===== config.mk =====
export PLATFORM = sky130hd
export DESIGN_NAME = mips_hazard_scoreboard
export DESIGN_NICKNAME = d
export VERILOG_FILES = /design/src/rtl/mips_pipe_pkg.sv /design/src/rtl/hazard_match.sv /design/src/rtl/mips_hazard_scoreboard.sv
export SDC_FILE = /design/constraint.sdc
export NUM_CORES = 1
export LEC_CHECK = 0
export CAP_MARGIN = 40
export CORE_ASPECT_RATIO = 0.8
export CORE_MARGIN = 2
export CORE_UTILIZATION = 46
export CTS_CLUSTER_SIZE = 25
export DETAILED_ROUTE_END_ITERATION = 6
export PLACE_DENSITY = 0.78
export SETUP_SLACK_MARGIN = 0.15
export SLEW_MARGIN = 40
export SYNTH_ARGS = -nofsm -noshare
export SYNTH_HDL_FRONTEND = slang
export SYNTH_SLANG_ARGS = --single-unit
export TNS_END_PERCENT = 30

===== constraint.sdc =====
create_clock -name clk -period 2.05 [get_ports clk]
set_input_delay 0.41 -clock clk [delete_from_list [all_inputs] [get_ports clk]]
set_output_delay 0.41 -clock clk [all_outputs]
set_load 0.05 [all_outputs]

===== src/rtl/mips_pipe_pkg.sv =====
// rtl/mips_pipe_pkg.sv - shared types and constants for the MIPS pipeline hazard logic
package mips_pipe_pkg;

    localparam int DEFAULT_REG_AW = 5;

    localparam logic [DEFAULT_REG_AW-1:0] ZERO_REG = '0;

    typedef struct packed {
        logic                      valid;
        logic [DEFAULT_REG_AW-1:0] dest;
        logic                      reg_write;
        logic                      is_load;
    } sb_entry_t;

endpackage


===== src/rtl/hazard_match.sv =====
// rtl/hazard_match.sv - youngest-writer priority encoder for one source operand
module hazard_match
    import mips_pipe_pkg::*;
#(
    parameter int STAGES           = 3,
    parameter int LOAD_READY_STAGE = 2,
    parameter int FSW              = $clog2(STAGES + 1)
) (
    input  sb_entry_t [STAGES:1]       entries,
    input  logic [DEFAULT_REG_AW-1:0]  src,
    input  logic                       used,
    output logic [FSW-1:0]             fwd_sel,
    output logic                       load_stall
);

    logic [FSW-1:0] hit_k;
    logic           hit_early_load;

    // Walk oldest to youngest so the lowest matching stage is the last one written.
    always_comb begin
        hit_k          = '0;
        hit_early_load = 1'b0;
        for (int k = STAGES; k >= 1; k--) begin
            if (entries[k].valid && entries[k].reg_write && entries[k].dest == src &&
                src != ZERO_REG && used) begin
                hit_k          = FSW'(k);
                hit_early_load = entries[k].is_load && (k < LOAD_READY_STAGE);
            end
        end
        load_stall = hit_early_load;
        fwd_sel    = hit_early_load ? '0 : hit_k;
    end

endmodule


===== src/rtl/mips_hazard_scoreboard.sv =====
// rtl/mips_hazard_scoreboard.sv - stall/flush/forward control from an in-flight writer scoreboard (option: HAZ_PERF_CNT_EN)
module mips_hazard_scoreboard
    import mips_pipe_pkg::*;
#(
    parameter int STAGES           = 3,
    parameter int REG_AW           = mips_pipe_pkg::DEFAULT_REG_AW,
    parameter int BR_STAGE         = 2,
    parameter int LOAD_READY_STAGE = 2,
    parameter int FSW              = $clog2(STAGES + 1)
) (
    input  logic              clk,
    input  logic              rst,
    input  logic              id_valid,
    input  logic [REG_AW-1:0] id_rs,
    input  logic [REG_AW-1:0] id_rt,
    input  logic              id_rs_used,
    input  logic              id_rt_used,
    input  logic [REG_AW-1:0] id_dest,
    input  logic              id_reg_write,
    input  logic              id_is_load,
    input  logic              branch_taken,
    output logic              stall_if_id,
    output logic              bubble_id_ex,
    output logic [STAGES-1:0] flush_mask,
    output logic [FSW-1:0]    fwd_sel_rs,
    output logic [FSW-1:0]    fwd_sel_rt
`ifdef HAZ_PERF_CNT_EN
    ,
    output logic [31:0]       stall_cycles,
    output logic [31:0]       flush_events
`endif
);

    if (BR_STAGE < 1 || BR_STAGE > STAGES) begin : g_bad_br_stage
        $error("BR_STAGE must be within 1..STAGES");
    end
    if (LOAD_READY_STAGE < 1 || LOAD_READY_STAGE > STAGES) begin : g_bad_load_stage
        $error("LOAD_READY_STAGE must be within 1..STAGES");
    end
    if (REG_AW < 1 || REG_AW > DEFAULT_REG_AW) begin : g_bad_reg_aw
        $error("REG_AW must fit the scoreboard entry destination field");
    end

    localparam logic [STAGES-1:0] FLUSH_BITS = STAGES'((64'd1 << BR_STAGE) - 64'd1);

    sb_entry_t [STAGES:1]      entries;
    sb_entry_t                 id_entry;
    logic [FSW-1:0]            sel_rs, sel_rt;
    logic                      ls_rs, ls_rt;
    logic                      flush, stall;

    hazard_match #(.STAGES(STAGES), .LOAD_READY_STAGE(LOAD_READY_STAGE), .FSW(FSW)) u_match_rs (
        .entries    (entries),
        .src        (DEFAULT_REG_AW'(id_rs)),
        .used       (id_rs_used),
        .fwd_sel    (sel_rs),
        .load_stall (ls_rs)
    );

    hazard_match #(.STAGES(STAGES), .LOAD_READY_STAGE(LOAD_READY_STAGE), .FSW(FSW)) u_match_rt (
        .entries    (entries),
        .src        (DEFAULT_REG_AW'(id_rt)),
        .used       (id_rt_used),
        .fwd_sel    (sel_rt),
        .load_stall (ls_rt)
    );

    always_comb begin
        flush        = branch_taken && !rst;
        stall        = id_valid && (ls_rs || ls_rt) && !flush && !rst;
        stall_if_id  = stall;
        bubble_id_ex = stall;
        flush_mask   = flush ? FLUSH_BITS : '0;
        fwd_sel_rs   = rst ? '0 : sel_rs;
        fwd_sel_rt   = rst ? '0 : sel_rt;
        id_entry     = '{valid: 1'b1, dest: DEFAULT_REG_AW'(id_dest),
                         reg_write: id_reg_write, is_load: id_is_load};
    end

    // Stages younger than the branch are squashed as they advance.
    always_ff @(posedge clk) begin
        if (rst) begin
            entries <= '0;
        end else begin
            for (int k = 1; k < STAGES; k++) begin
                entries[k+1] <= (flush && k < BR_STAGE) ? '0 : entries[k];
            end
            entries[1] <= (id_valid && !stall && !flush) ? id_entry : '0;
        end
    end

`ifdef HAZ_PERF_CNT_EN
    always_ff @(posedge clk) begin
        if (rst) begin
            stall_cycles <= '0;
            flush_events <= '0;
        end else begin
            if (stall && stall_cycles != '1) stall_cycles <= stall_cycles + 32'd1;
            if (flush && flush_events != '1) flush_events <= flush_events + 32'd1;
        end
    end
`endif

endmodule

==> results.tsv <==
metric	value	unit
pwr/cell area	516	nW/um2
Clock Tree Buf Depth	2	
synth warn	0	
HP Class	reg2reg	
Die X	59.3	um
critical path peak fanout	2	
fmax	0.402	GHz
Sink Count	22	
final hold viol count	0	
DRT antenna net count	0	
ys flop type	dfxtp_1	
Hold Crit Start	entries[7]$_SDFF_PP0_	
final worst path period share	121	%
Avg Synthesized Cell Area	9.36	um2
CP Launch Type	register	
Clk Latency, worst-skew pair	0.32	ns
ys async rst share	0	%
maximum vdd drop	384	uV
Die ar.	2860	um2
R2R Setup Slk	0.04	ns
CP max stage cell	or3b_4	
GRT Total Usage	24.8	%
Final Setup Violations	6	
first-pass GRT wire length	4950	um
cell row count	15	
total grt overflow	0	
Post-Syn Area	1120	um2
number of non-filler instances in the completed layout	197	
clock slew at reported path FFs	0.13	ns
num ports	32	
Filler cells	119	
Syn Nets	143	
failing checks	setup timing	
status	finished, violations left	
largest net degree at the start of global routing	14	
CTS root buf	clkbuf_4	
CORE AREA	2230	um2
Crit Path Category	reg2out	
clk_skew	0.00900	ns
FF-to-FF path depth	7	
#FFs+latches synth	22	
biggest regs	entries (22)	
Layout area overhead	64.8	%
critical path required time	1.64	ns
Total Wirelength	3820	um
Post-CTS Hold Fix Bufs	0	
Syn Inst Count	120	
drc violations	0	
leakage	0.000744	uW
Hold Crit Depth	1	
Buffers on Ports	30	
min Tclk post-route	2.49	ns
RSZ-0062 raised after global routing	yes	
count leader, synth	dfxtp_1	
GP Congestion	0.896	
R2R Path End	entries[4]$_SDFF_PP0_	
Top reg by flops	entries	
vias	1108	
Worst R2R Start	entries[3]$_SDFF_PP0_	
share of layout cells above drive strength 1	45.9	%
Vias/cell	5.62	
post-synthesis sequential area ratio	39.2	%
top cells by count, synth	22 x dfxtp_1, 18 x xnor2_1, 12 x xor2_1	
routed length per placed instance	19.4	um
Synth top area share	39.2	%
H-tree levels	1	
final slew viol count	0	
Yosys top cell by area	dfxtp_1	
vias in the first global route	1093	
Netlist cell types	28	
max incr delay on CP	0.43	ns
worst setup path startpoint	entries[19]$_SDFF_PP0_	
placed cells	189	
Post-synth EDFFs	0	
setup ws final	-0.440	ns
initial antenna violation count	0	
CTS buffer count	3	
CP Capture Point	fwd_sel_rs[0]	
Starting Density	50.3	%
Post-DP HPWL	2300	um
DR pass1 iterations	4	
worst-case hold slack	0.473	ns
die height	48.2	um
WP data arrival	2.08	ns
max FFs per register	22	
CP endpoint kind	primary output	
DRT iter0 DRCs	31	
max-cap check violation count	0	
critical-path cell list	xnor2_2 -> nand4_1 -> or3_4 -> or3b_4 -> a21oi_4 -> buf_12	
nets@finish	196	
CTS tree	yes	
dominant cells by area after synthesis	dfxtp_1 39%, xnor2_1 14%, xor2_1 9.4%	
Ant. Diodes	0	
## per-stage QoR
step | power [uW] | setup TNS [ns] | util, % | area, um2 | worst slack [ns]
after floorplan | 514 | -0.127 | - | 1190 | -0.0673
after global placement | 601 | -6.39 | 74.8 | 1670 | -0.643
after detailed placement | 606 | -6.98 | 74.8 | 1670 | -0.655
after CTS | 939 | -1.46 | 81.1 | 1810 | -0.396
after global routing | 983 | -1.96 | 82.9 | 1850 | -0.490
final | 955 | -1.64 | 82.9 | 1850 | -0.440
## timing repair
| action | in CTS | in global routing |
|---|---|---|
| pin swaps | 20 | 8 |
| resized for setup | 55 | 10 |
| endpoints found under the setup margin | 16 | 11 |
| setup buffers | 3 | 1 |
| cloned | 0 | 0 |
## critical path, delay by kind of cell (launching register included)
kind                      cells  cell delay [ns]
buffers and inverters         1             0.15
xor gates and xnor gates      1             0.11
AOI/OAI and AO/OA             1             0.17
and+or+nand+nor               3             0.93
DFF                           1             0.38
## cells by family after synthesis
family | after synthesis | share of synthesized area, %
AOI/OAI and AO/OA | 7 | 4.57
xor gates and xnor gates | 30 | 23.4
buffers and inverters | 6 | 4.01
DFF | 22 | 39.2
other | 1 | 0.334
and+or+nand+nor | 54 | 28.5
## placed cells by master, fill, tap and decap left out, drive strengths merged
cell type / count
a21boi: 1
a21oi: 2
and2: 15
and3: 1
and3b: 1
buf: 36
bufinv: 1
clkbuf: 4
clkdlybuf4s15: 4
clkdlybuf4s50: 12
conb: 1
dfxtp: 22
inv: 1
nand2: 6
nand2b: 1
nand3: 2
nand4: 6
nor2: 5
nor2b: 8
nor3: 1
nor4: 2
o2111a: 1
o211ai: 1
o21a: 2
or2: 2
or3: 1
or3b: 1
or4: 2
xnor2: 18
xor2: 12
## power breakdown
part / total, uW / switching (uW) / leakage (uW) / internal, uW
Sequential: 438 / 6.92 / 0.000183 / 431
Clock: 337 / 139 / 0.0000279 / 198
Combinational: 179 / 85.9 / 0.000533 / 93.3
## metal layers
| metal | vias to the layer above | routed length [um] | GRT usage (%) |
|---|---|---|---|
| li1 | 494 | - | - |
| met1 | 510 | 1430 | 25.9 |
| met2 | 77 | 1830 | 49.9 |
| met3 | 27 | 296 | 6.63 |
| met4 | 0 | 257 | 7.27 |
| met5 | - | 0 | 0 |
## layout make-up
type,count,area [um2],area share [%]
Clock buffer,3,22.5,1.22
Multi-Input combinational cell,92,787,42.5
Timing Repair Buffer,53,519,28.0
Clock inverter,1,30.0,1.62
Inverter,1,3.75,0.203
Sequential cell,22,458,24.7
Tap cell,25,31.3,1.69
## worst min path at each step
stage                             endpoint
floorplan            entries[9]$_SDFF_PP0_
global route        entries[15]$_SDFF_PP0_
CTS                 entries[15]$_SDFF_PP0_
finish              entries[15]$_SDFF_PP0_
detailed placement  entries[15]$_SDFF_PP0_
global placement     entries[9]$_SDFF_PP0_
Power figures use the tool's default switching activity.
